**src/rtl/sequential_divider_if.sv**
```systemverilog
// Operand/result bundle for the sequential divider; shared shape with the
// shift-add multiplier so a single harness can drive either block.
interface sequential_divider_if #(
  parameter int WIDTH = 16
);
  // Handshake: start is sampled on a rising edge only while the block is idle
  // (ready may be 0 or 1). ready=1 means Quotient/Remainder/flags are valid and
  // a new start will be taken; ready drops on the edge that accepts start.
  logic             start;
  logic [WIDTH-1:0] Dividend;
  logic [WIDTH-1:0] Divisor;
  logic             ready;
  logic [WIDTH-1:0] Quotient;
  logic [WIDTH-1:0] Remainder;
  logic             div_by_zero;
  logic             overflow;

  modport master (
    output start, Dividend, Divisor,
    input  ready, Quotient, Remainder, div_by_zero, overflow
  );

  modport slave (
    input  start, Dividend, Divisor,
    output ready, Quotient, Remainder, div_by_zero, overflow
  );
endinterface

```
**src/rtl/sequential_divider.sv**
```systemverilog
// Iterative signed divider: restoring radix-2 on operand magnitudes, one bit
// per cycle, then a single sign-correction cycle. C-style truncating results.
module sequential_divider #(
  parameter int WIDTH = 16
) (
  input  logic                 clk,
  input  logic                 rst,
  sequential_divider_if.slave  bus,
  output logic [1:0]           dbg_state_o
);

  localparam int CW = $clog2(WIDTH);
  localparam logic [CW-1:0] LAST_STEP = CW'(WIDTH - 1);

  typedef enum logic [1:0] {
    IDLE = 2'd0,
    CALC = 2'd1,
    FIX  = 2'd2,
    DONE = 2'd3
  } state_e;

  state_e           state_q, state_d;
  logic [CW-1:0]    cnt_q;
  logic [WIDTH-1:0] quo_q;
  logic [WIDTH:0]   rem_q;
  logic [WIDTH:0]   dvs_mag_q;
  logic             neg_q_q;
  logic             neg_r_q;
  logic             dbz_pend_q;
  logic             ovf_pend_q;
  logic             ready_q;
  logic [WIDTH-1:0] quotient_q;
  logic [WIDTH-1:0] remainder_q;
  logic             dbz_q;
  logic             ovf_q;

  logic             accept;
  logic             div_zero_in;
  logic             ovf_in;
  logic [WIDTH-1:0] dvd_mag;
  logic [WIDTH-1:0] dvs_mag;
  logic [WIDTH+1:0] r_sh;
  logic [WIDTH+1:0] trial;
  logic             trial_neg;

  assign accept      = bus.start && ((state_q == IDLE) || (state_q == DONE));
  assign div_zero_in = (bus.Divisor == '0);
  assign ovf_in      = (bus.Dividend == {1'b1, {(WIDTH-1){1'b0}}}) && (bus.Divisor == '1);

  // Magnitudes are unsigned, so |-32768| = 16'h8000 is exact.
  assign dvd_mag = bus.Dividend[WIDTH-1] ? (~bus.Dividend + WIDTH'(1)) : bus.Dividend;
  assign dvs_mag = bus.Divisor[WIDTH-1]  ? (~bus.Divisor  + WIDTH'(1)) : bus.Divisor;

  // Shift {R,Q} left one place and try to subtract the divisor magnitude.
  assign r_sh      = {rem_q, quo_q[WIDTH-1]};
  assign trial     = r_sh - {1'b0, dvs_mag_q};
  assign trial_neg = trial[WIDTH+1];

  always_comb begin
    state_d = state_q;
    case (state_q)
      IDLE, DONE: begin
        // Divide-by-zero skips the iterations but still passes through FIX,
        // so its result appears one edge after capture.
        if (accept) state_d = div_zero_in ? FIX : CALC;
      end
      CALC: begin
        if (cnt_q == LAST_STEP) state_d = FIX;
      end
      FIX:     state_d = DONE;
      default: state_d = IDLE;
    endcase
  end

  always_ff @(posedge clk or negedge rst) begin
    if (!rst) state_q <= IDLE;
    else      state_q <= state_d;
  end

  always_ff @(posedge clk or negedge rst) begin
    if (!rst) begin
      cnt_q       <= '0;
      quo_q       <= '0;
      rem_q       <= '0;
      dvs_mag_q   <= '0;
      neg_q_q     <= 1'b0;
      neg_r_q     <= 1'b0;
      dbz_pend_q  <= 1'b0;
      ovf_pend_q  <= 1'b0;
      ready_q     <= 1'b0;
      quotient_q  <= '0;
      remainder_q <= '0;
      dbz_q       <= 1'b0;
      ovf_q       <= 1'b0;
    end else begin
      case (state_q)
        IDLE, DONE: begin
          if (accept) begin
            ready_q   <= 1'b0;
            dbz_q     <= 1'b0;
            ovf_q     <= 1'b0;
            cnt_q     <= '0;
            dvs_mag_q <= {1'b0, dvs_mag};
            if (div_zero_in) begin
              // Preload the fixed zero-divisor answer; FIX passes it through.
              quo_q      <= '1;
              rem_q      <= {bus.Dividend[WIDTH-1], bus.Dividend};
              neg_q_q    <= 1'b0;
              neg_r_q    <= 1'b0;
              dbz_pend_q <= 1'b1;
              ovf_pend_q <= 1'b0;
            end else begin
              quo_q      <= dvd_mag;
              rem_q      <= '0;
              neg_q_q    <= bus.Dividend[WIDTH-1] ^ bus.Divisor[WIDTH-1];
              neg_r_q    <= bus.Dividend[WIDTH-1];
              dbz_pend_q <= 1'b0;
              ovf_pend_q <= ovf_in;
            end
          end
        end
        CALC: begin
          cnt_q <= cnt_q + CW'(1);
          quo_q <= {quo_q[WIDTH-2:0], ~trial_neg};
          rem_q <= trial_neg ? r_sh[WIDTH:0] : trial[WIDTH:0];
        end
        FIX: begin
          ready_q     <= 1'b1;
          quotient_q  <= neg_q_q ? (~quo_q + WIDTH'(1)) : quo_q;
          remainder_q <= neg_r_q ? (~rem_q[WIDTH-1:0] + WIDTH'(1)) : rem_q[WIDTH-1:0];
          dbz_q       <= dbz_pend_q;
          ovf_q       <= ovf_pend_q;
        end
        default: ;
      endcase
    end
  end

  assign bus.ready       = ready_q;
  assign bus.Quotient    = quotient_q;
  assign bus.Remainder   = remainder_q;
  assign bus.div_by_zero = dbz_q;
  assign bus.overflow    = ovf_q;
  assign dbg_state_o     = state_q;

endmodule
```
**src/flat_wrapper.sv**
```systemverilog
// flat-port wrapper written by rule: the top's interface ports become plain ports
module sequential_divider_flat 
#(
  parameter int WIDTH = 16
)
  (clk, rst, dbg_state_o, bus_start, bus_Dividend, bus_Divisor, bus_ready, bus_Quotient, bus_Remainder, bus_div_by_zero, bus_overflow);
  sequential_divider_if #(.WIDTH(WIDTH)) bus_i ();
  input  logic clk;
  input  logic rst;
  output logic [1:0] dbg_state_o;
  input wire logic [$bits(bus_i.start)-1:0] bus_start;
  input wire logic [$bits(bus_i.Dividend)-1:0] bus_Dividend;
  input wire logic [$bits(bus_i.Divisor)-1:0] bus_Divisor;
  output wire logic [$bits(bus_i.ready)-1:0] bus_ready;
  output wire logic [$bits(bus_i.Quotient)-1:0] bus_Quotient;
  output wire logic [$bits(bus_i.Remainder)-1:0] bus_Remainder;
  output wire logic [$bits(bus_i.div_by_zero)-1:0] bus_div_by_zero;
  output wire logic [$bits(bus_i.overflow)-1:0] bus_overflow;
  assign bus_i.start = bus_start;
  assign bus_i.Dividend = bus_Dividend;
  assign bus_i.Divisor = bus_Divisor;
  assign bus_ready = bus_i.ready;
  assign bus_Quotient = bus_i.Quotient;
  assign bus_Remainder = bus_i.Remainder;
  assign bus_div_by_zero = bus_i.div_by_zero;
  assign bus_overflow = bus_i.overflow;
  sequential_divider #(.WIDTH(WIDTH)) u_core (.clk(clk), .rst(rst), .bus(bus_i), .dbg_state_o(dbg_state_o));
endmodule
```
**config.mk**
```make
export PLATFORM = sky130hd
export DESIGN_NAME = sequential_divider_flat
export DESIGN_NICKNAME = d
export VERILOG_FILES = /design/src/rtl/sequential_divider_if.sv /design/src/rtl/sequential_divider.sv /design/src/flat_wrapper.sv
export SDC_FILE = /design/constraint.sdc
export NUM_CORES = 1
export LEC_CHECK = 0
export CAP_MARGIN = 20
export CORE_ASPECT_RATIO = 1.4
export CORE_MARGIN = 3
export CORE_UTILIZATION = 58
export CTS_CLUSTER_SIZE = 28
export DETAILED_ROUTE_END_ITERATION = 10
export DONT_BUFFER_PORTS = 1
export PLACE_DENSITY_LB_ADDON = 0.2
export SKIP_LAST_GASP = 1
export SYNTH_ARGS = -nofsm -noshare
export SYNTH_HDL_FRONTEND = slang
export SYNTH_SLANG_ARGS = --single-unit
```
**constraint.sdc**
```tcl
create_clock -name clk -period 2.5 [get_ports clk]
set_input_delay 0.25 -clock clk [delete_from_list [all_inputs] [get_ports clk]]
set_output_delay 0.25 -clock clk [all_outputs]
set_load 0.02 [all_outputs]
```
==> results.cfg, run 1 <==
[setup_path]
start_kind = register
reg2reg_from = u_core.dvs_mag_q[4]$_DFFE_PN0P_
critPathMaxFanout = 5
worstPathArrival_ns = 2.70
r2r_end = u_core.rem_q[1]$_DFFE_PN0P_
end_kind = register
cp.required_ns = 2.77
r2r_cells = 10
rrSetupSlack_ns = 0.07
setup.worst_path.class = reg2reg

[clock_network]
cts_max_path_buffers = 2
h-tree-depth = 3
cts-root-buf = clkbuf_16
clock_sinks = 94
clk_latency_ns = 0.34
cts_buffers = 9
cts_tree = built
clk_pin_slew_worst_paths_ns = 0.07

[finish]
final_nets = 832
fin_util_pct = 70.0
fin_area_sq_mm = 0.00732
drive_above_1_share_pct = 16.6
multi_input_area_sq_mm = 0.00379
antenna_cells = 0
seqCellArea_sq_mm = 0.00235
synthToLayoutAreaGrowth_pct = 16.9
fillerInstances = 817

[power]
pwr_density_cell_mw_per_mm2 = 1510
p_leak_nw = 3.16
pwr-share-clk_pct = 13.3
pwr-share-comb_pct = 58.3
power_mw = 11.0
p_int_mw = 5.97
ir_worst_vdd_mv = 0.628
p_switching_mw = 5.08
power_frac_seq_pct = 28.4
p_sw_share_pct = 45.9

[sta]
finalMaxSlewViolations = 0
finClkSkew_ns = 0.00743
fmax_mhz = 412
fin_crit_ns = 2.43
relSlewSlack_pct = 57.5
rsz0062_at_grt = yes
tightest_slew_ns = 0.631
hold-worst-slack_ns = 0.0577
fin_crit_sh_pct = 97.2
hold_violations = 0
setup_viol = 0

[placed_design]
hpwl_um = 12700
place_congestion = 0.900
port_buffers = 0
placed_cell_area_sq_mm = 0.00677

[die]
core_sq_mm = 0.0105
die_x_um = 93.8
row_count = 44
die_h_um = 129
die_area_sq_mm = 0.0121
ios = 72
start_util_pct = 59.9

[global_route]
antenna_found_initial = 0
grt_use_met3_pct = 4.80
grtUsageMet1_pct = 31.9
grt_overflow_total = 0
grt_first_pass_wirelength_um = 26500
grt.busiest_layer = met2
grt_util_all_layers_pct = 27.8
use_met2_pct = 50.4
grt_start_max_net_pins = 95
grt_pass1_vias = 5539

[routing]
drc = 0
routedWlPerCell_um = 18.2
vias = 5621
viasPerCell = 6.15
antenna_left = 0
drt_iter0_drc = 280
drtPass1Iterations = 5
wirelength_um = 16600

[logic_synthesis]
yosysUniqueCellTypes = 63
synthesis.nets = 791
synth_seq_cells = 94
avgSynthCellArea_sq_um = 8.57
synth-edff-count = 0
syn-instance-count = 731
async_reset_ff_share_pct = 100
ys_seq_area_share_pct = 37.5
synth_top_area_share_pct = 37.5
netlist_area_sq_mm = 0.00627
synthFlopType = dfrtp_1
synth_top_cell_by_area = dfrtp_1
yosysWarnings = 0
synth.area.top_cells = dfrtp_1, xor2_1, o21ai_0

[hold_path]
min_path_type = in2reg
min_path_cells = 2
hp-start = bus_Dividend[2]
holdPathEnd = u_core.rem_q[2]$_DFFE_PN0P_

[run_status]
outcome = finished, final reports clean

[job]
cap_violations = 0
## synth_stat cells (3+ instances only)
master and instances:
nor2b_1 8, a31oi_1 8, nor3_1 7, or2_2 4, or4_4 3, o211ai_1 10
nand3_1 15, o31ai_1 17, dfrtp_1 94, ha_1 24, o21ai_1 5, clkbuf_1 28
and3_1 3, nand2b_1 3, or4_1 5, a21oi_1 59, xor2_1 44, a221oi_1 4
o2111ai_1 3, a21o_1 4, o21ai_0 73, inv_1 35, mux2_2 9, nor2_1 63
buf_2 3, o22ai_1 6, or3_1 9, nand4_1 7, buf_1 3, nor4_1 3
nand2_1 74, mux2i_1 15, a22oi_1 11, o41ai_1 7, a21boi_0 3, xnor2_1 25
## state kept, by name (all words and copies together) (netlist names), 2 cells and up
| name | cells |
|---|---|
| u_core.dbg_state_o | 2 |
| u_core.quo_q | 16 |
| u_core.rem_q | 17 |
| u_core.cnt_q | 4 |
| u_core.dvs_mag_q | 16 |
| u_core.bus.Remainder | 16 |
| u_core.bus.Quotient | 16 |
## how the worst max path moves through the flow
stage	from	slack, ns	depth (start not counted)	endpoint
floorplan	u_core.rem_q[3]$_DFFE_PN0P_	0.01	10	u_core.rem_q[0]$_DFFE_PN0P_
global placement	u_core.rem_q[13]$_DFFE_PN0P_	0.01	8	u_core.rem_q[11]$_DFFE_PN0P_
detailed placement	u_core.rem_q[7]$_DFFE_PN0P_	-0.06	9	u_core.rem_q[3]$_DFFE_PN0P_
CTS	u_core.quo_q[15]$_DFFE_PN0P_	0.004	11	u_core.rem_q[14]$_DFFE_PN0P_
global route	u_core.rem_q[0]$_DFFE_PN0P_	-0.03	10	u_core.rem_q[1]$_DFFE_PN0P_
finish	u_core.dvs_mag_q[4]$_DFFE_PN0P_	0.07	10	u_core.rem_q[1]$_DFFE_PN0P_
## cell type report
type                       instances  share of cell area [%]
tap                              138                    2.36
multi-input combinational        564                    51.8
inverter                          35                    1.79
clock inverter                     6                    1.28
clock buffer                       9                    3.08
timing repair buffer              68                    7.55
sequential                        94                    32.1
## cell families after synthesis
logic type | count (synthesis) | synth area share, %
multiplexers | 24 | 4.01
AND/OR/NAND/NOR | 218 | 16.8
adder cells (fa/ha/maj) | 25 | 5.11
buffers and inverters | 73 | 4.69
flip-flops | 94 | 37.5
AO/OA/AOI/OAI | 228 | 22.2
XOR/XNOR | 69 | 9.64
## metrics by stage
stage	setup slack (ns)	instances	TNS (ns)
after floorplan	0.0101	731	0
after global placement	0.0137	894	0
after detailed placement	-0.0602	894	-0.520
after CTS	0.00412	911	0
after global routing	-0.0255	914	-0.0516
final	0.0710	914	0
## worst max-delay path, stage by stage, from the launching register on
cell	delay, ns
dfrtp_1	0.38
inv_1	0.11
ha_4	0.23
a21o_1	0.21
a31oi_4	0.23
a21oi_1	0.12
o32a_1	0.34
nand2_2	0.17
buf_4	0.14
mux2_2	0.32
o21ai_1	0.11
## placed cells by master (no fill, tap or decap), types with 6 or more instances in the layout
| cell | count |
|---|---|
| clkbuf_16 | 9 |
| nand2_1 | 73 |
| xor2_1 | 44 |
| nand4_1 | 7 |
| xnor2_1 | 25 |
| o211ai_1 | 10 |
| nor2b_1 | 6 |
| buf_4 | 63 |
| o22ai_1 | 6 |
| ha_1 | 16 |
| nor3_1 | 7 |
| o41ai_1 | 7 |
| o31ai_1 | 17 |
| a22oi_1 | 11 |
| nand3_1 | 15 |
| mux2i_1 | 15 |
| dfrtp_1 | 94 |
| nor2_1 | 63 |
| o21ai_0 | 71 |
| mux2_2 | 9 |
| a21oi_1 | 55 |
| inv_1 | 35 |
| or3_1 | 9 |
| ha_4 | 7 |
## routing by layer
metal | up-vias | share of wire, % | routed length, um
li1 | 2702 | - | -
met1 | 2677 | 38 | 6350
met2 | 195 | 52 | 8620
met3 | 47 | 5.5 | 907
met4 | 0 | 4.5 | 740
met5 | - | 0 | 0
## repair_timing
action	CTS	global route
gates resized for setup	3	27
endpoints found under the setup margin	16	17
hold endpoints to repair	94	0
hold buffers	2	0
pin swaps	0	11
buffers inserted	0	3
## power by group through the flow
stage	combinational, mW	sequential, mW	clock (mW)
floorplan	4.20	3.02	0
global placement	5.74	3.13	0
detailed placement	5.92	3.15	0
CTS	6.03	3.13	1.49
global route	7.15	3.24	1.56
finish	6.44	3.14	1.47
(Power assumes the default switching activity.)
==> run 2, diff against run 1 <==
CORE_UTILIZATION = 45   (was 58)
PLACE_DENSITY = 0.72   (was unset)
PLACE_DENSITY_LB_ADDON = unset   (was 0.2)
SETUP_SLACK_MARGIN = 0.5   (was unset)
==> results.cfg, run 2 (same netlist as run 1, synthesis figures left out) <==
[run_status]
outcome = complete, but fails checks
violations = hold timing

[finish]
finalNonFillerCells = 963
largest_reg_flops = 17
antenna_cells = 0
final_nets = 836
layout_common_cells = dfrtp_1, nand2_1, nor2_1
largest-register = u_core.rem_q
synthToLayoutAreaGrowth_pct = 24.9
layout_commonest_cell = dfrtp_1
drive_above_1_share_pct = 24.2

[sta]
tightest_slew_ns = 0.733
hold_violations = 94
fin_ws_ns = 0.0580
fin_crit_sh_pct = 97.7
rsz0062_at_grt = yes
finClkSkew_ns = 0.00628
fin_crit_ns = 2.44
finalMaxSlewViolations = 0
fmax_mhz = 410
hold-worst-slack_ns = -0.413
relSlewSlack_pct = 50.7
setup_viol = 0
setup_tns_ns = 0

[power]
p_int_mw = 6.42
p_sw_share_pct = 47.2
p_switching_mw = 5.74
power_frac_seq_pct = 26.1
p_leak_nw = 3.26
power_mw = 12.2
ir_worst_vdd_mv = 0.615
pwr-share-clk_pct = 11.2
pwr_density_cell_mw_per_mm2 = 1550
pwr-share-comb_pct = 62.7

[clock_network]
h-tree-depth = 3
clock_sinks = 94
clk_pin_slew_worst_paths_ns = 0.07
cts_buffers = 9
clk_latency_ns = 0.35
cts-root-buf = clkbuf_16
cts_tree = built
cts_max_path_buffers = 2

[die]
die_x_um = 106
core_sq_mm = 0.0135
die_area_sq_mm = 0.0154
row_count = 50
ios = 72
start_util_pct = 46.4
die_h_um = 146

[setup_path]
worstPathArrival_ns = 2.73
critPathSlowestCell = dfrtp_2
setup.worst_path.class = reg2reg
r2r_cells = 11
critPathMaxStageDelay_ns = 0.45
cpMostUsedCell = buf_6
end_kind = register
cp_top_family = compound AO/OA/AOI/OAI gates
critPathBufInv = 3
crit_cells = 11
start_kind = register
cp.required_ns = 2.79
critPathMaxFanout = 5
crit_chain = ha_4 > nor2b_4 > o2111ai_2 > buf_6 > a21oi_4 > o32a_1 > nand2_2 > buf_6 > buf_12 > mux2_4 > o21ai_2

[routing]
drtPass1Iterations = 5
wirelength_um = 17800
drt_iter0_drc = 367
antenna_left = 0
vias = 5753
routedWlPerCell_um = 18.5
viasPerCell = 5.97
drc = 0

[global_route]
grt_pass1_vias = 5937
antenna_found_initial = 0
grt_util_all_layers_pct = 23.3
grt_overflow_total = 0
grt_first_pass_wirelength_um = 29100
grt_start_max_net_pins = 95

[placed_design]
dp_cells = 920
place_congestion = 0.907
port_buffers = 0
pre_cts_slack_ns = 0.0324
hpwl_um = 12900

[hold_path]
min_path_type = in2async

[job]
cap_violations = 0
[run 2: changes by cell type in the layout (fill, tap and decap cells not counted), sizes merged]
cell,before,now
buf,67,72
dlygate4sd3,1,0
clkinvlp,1,2
bufinv,2,0
inv,37,39
[run 2: final timing paths]
| check | from | end | slack [ns] |
|---|---|---|---|
| max | u_core.rem_q[0]$_DFFE_PN0P_ | u_core.rem_q[1]$_DFFE_PN0P_ | 0.06 |
| min | rst | u_core.bus.Quotient[9]$_DFFE_PN0P_ | -0.41 |
| max reg2reg | u_core.rem_q[0]$_DFFE_PN0P_ | u_core.rem_q[1]$_DFFE_PN0P_ | 0.06 |
| min reg2reg | u_core.dvs_mag_q[10]$_DFFE_PN0P_ | u_core.dvs_mag_q[10]$_DFFE_PN0P_ | 0.48 |
| max in group asynchronous | rst | u_core.cnt_q[2]$_DFFE_PN0P_ | 2.78 |
| min in group clk | bus_Dividend[1] | u_core.rem_q[1]$_DFFE_PN0P_ | 0.05 |
[run 2: what timing repair did]
action,in CTS,in global routing
pin swaps,24,20
gates cloned,2,0
endpoints found under the hold margin,94,94
setup buffers,16,9
endpoints found under the setup margin,42,43
resized for setup,57,44
[run 2: area by class of cell]
| class | instances | area, sq um |
|---|---|---|
| tap | 182 | 228 |
| inverter | 35 | 131 |
| multi-input combinational | 564 | 4170 |
| timing repair buffer | 72 | 643 |
| clock inverter | 7 | 66.3 |
| clock buffer | 9 | 225 |
| sequential | 94 | 2360 |
| fill | 1193 | 5690 |
[run 2: per-layer routing]
layer | wire length, um | vias to the layer above | global-route usage [%]
met3 | 883 | 70 | 4.35
met1 | 6850 | 2774 | 26.0
li1 | - | 2707 | -
met4 | 951 | 0 | 12.9
met2 | 9170 | 202 | 41.4
met5 | 0 | - | 0
[run 2: stage by stage]
step	instance area (sq um)	hold slack, ns	util, %
2_1_floorplan	6420	-0.0456	-
3_3_place_gp	6840	-0.0414	50.6
3_5_place_dp	6840	-0.0426	50.6
4_1_cts	7550	-0.422	55.9
5_1_grt	7820	-0.437	57.9
6_report	7820	-0.413	57.9
[run 2: power groups by stage]
| stage | combinational [mW] | clock (mW) | sequential, mW |
|---|---|---|---|
| 2_1_floorplan | 4.45 | 0 | 3.04 |
| 3_3_place_gp | 5.72 | 0 | 3.14 |
| 3_5_place_dp | 5.92 | 0 | 3.17 |
| 4_1_cts | 6.89 | 1.38 | 3.15 |
| 5_1_grt | 8.34 | 1.46 | 3.27 |
| 6_report | 7.62 | 1.37 | 3.18 |
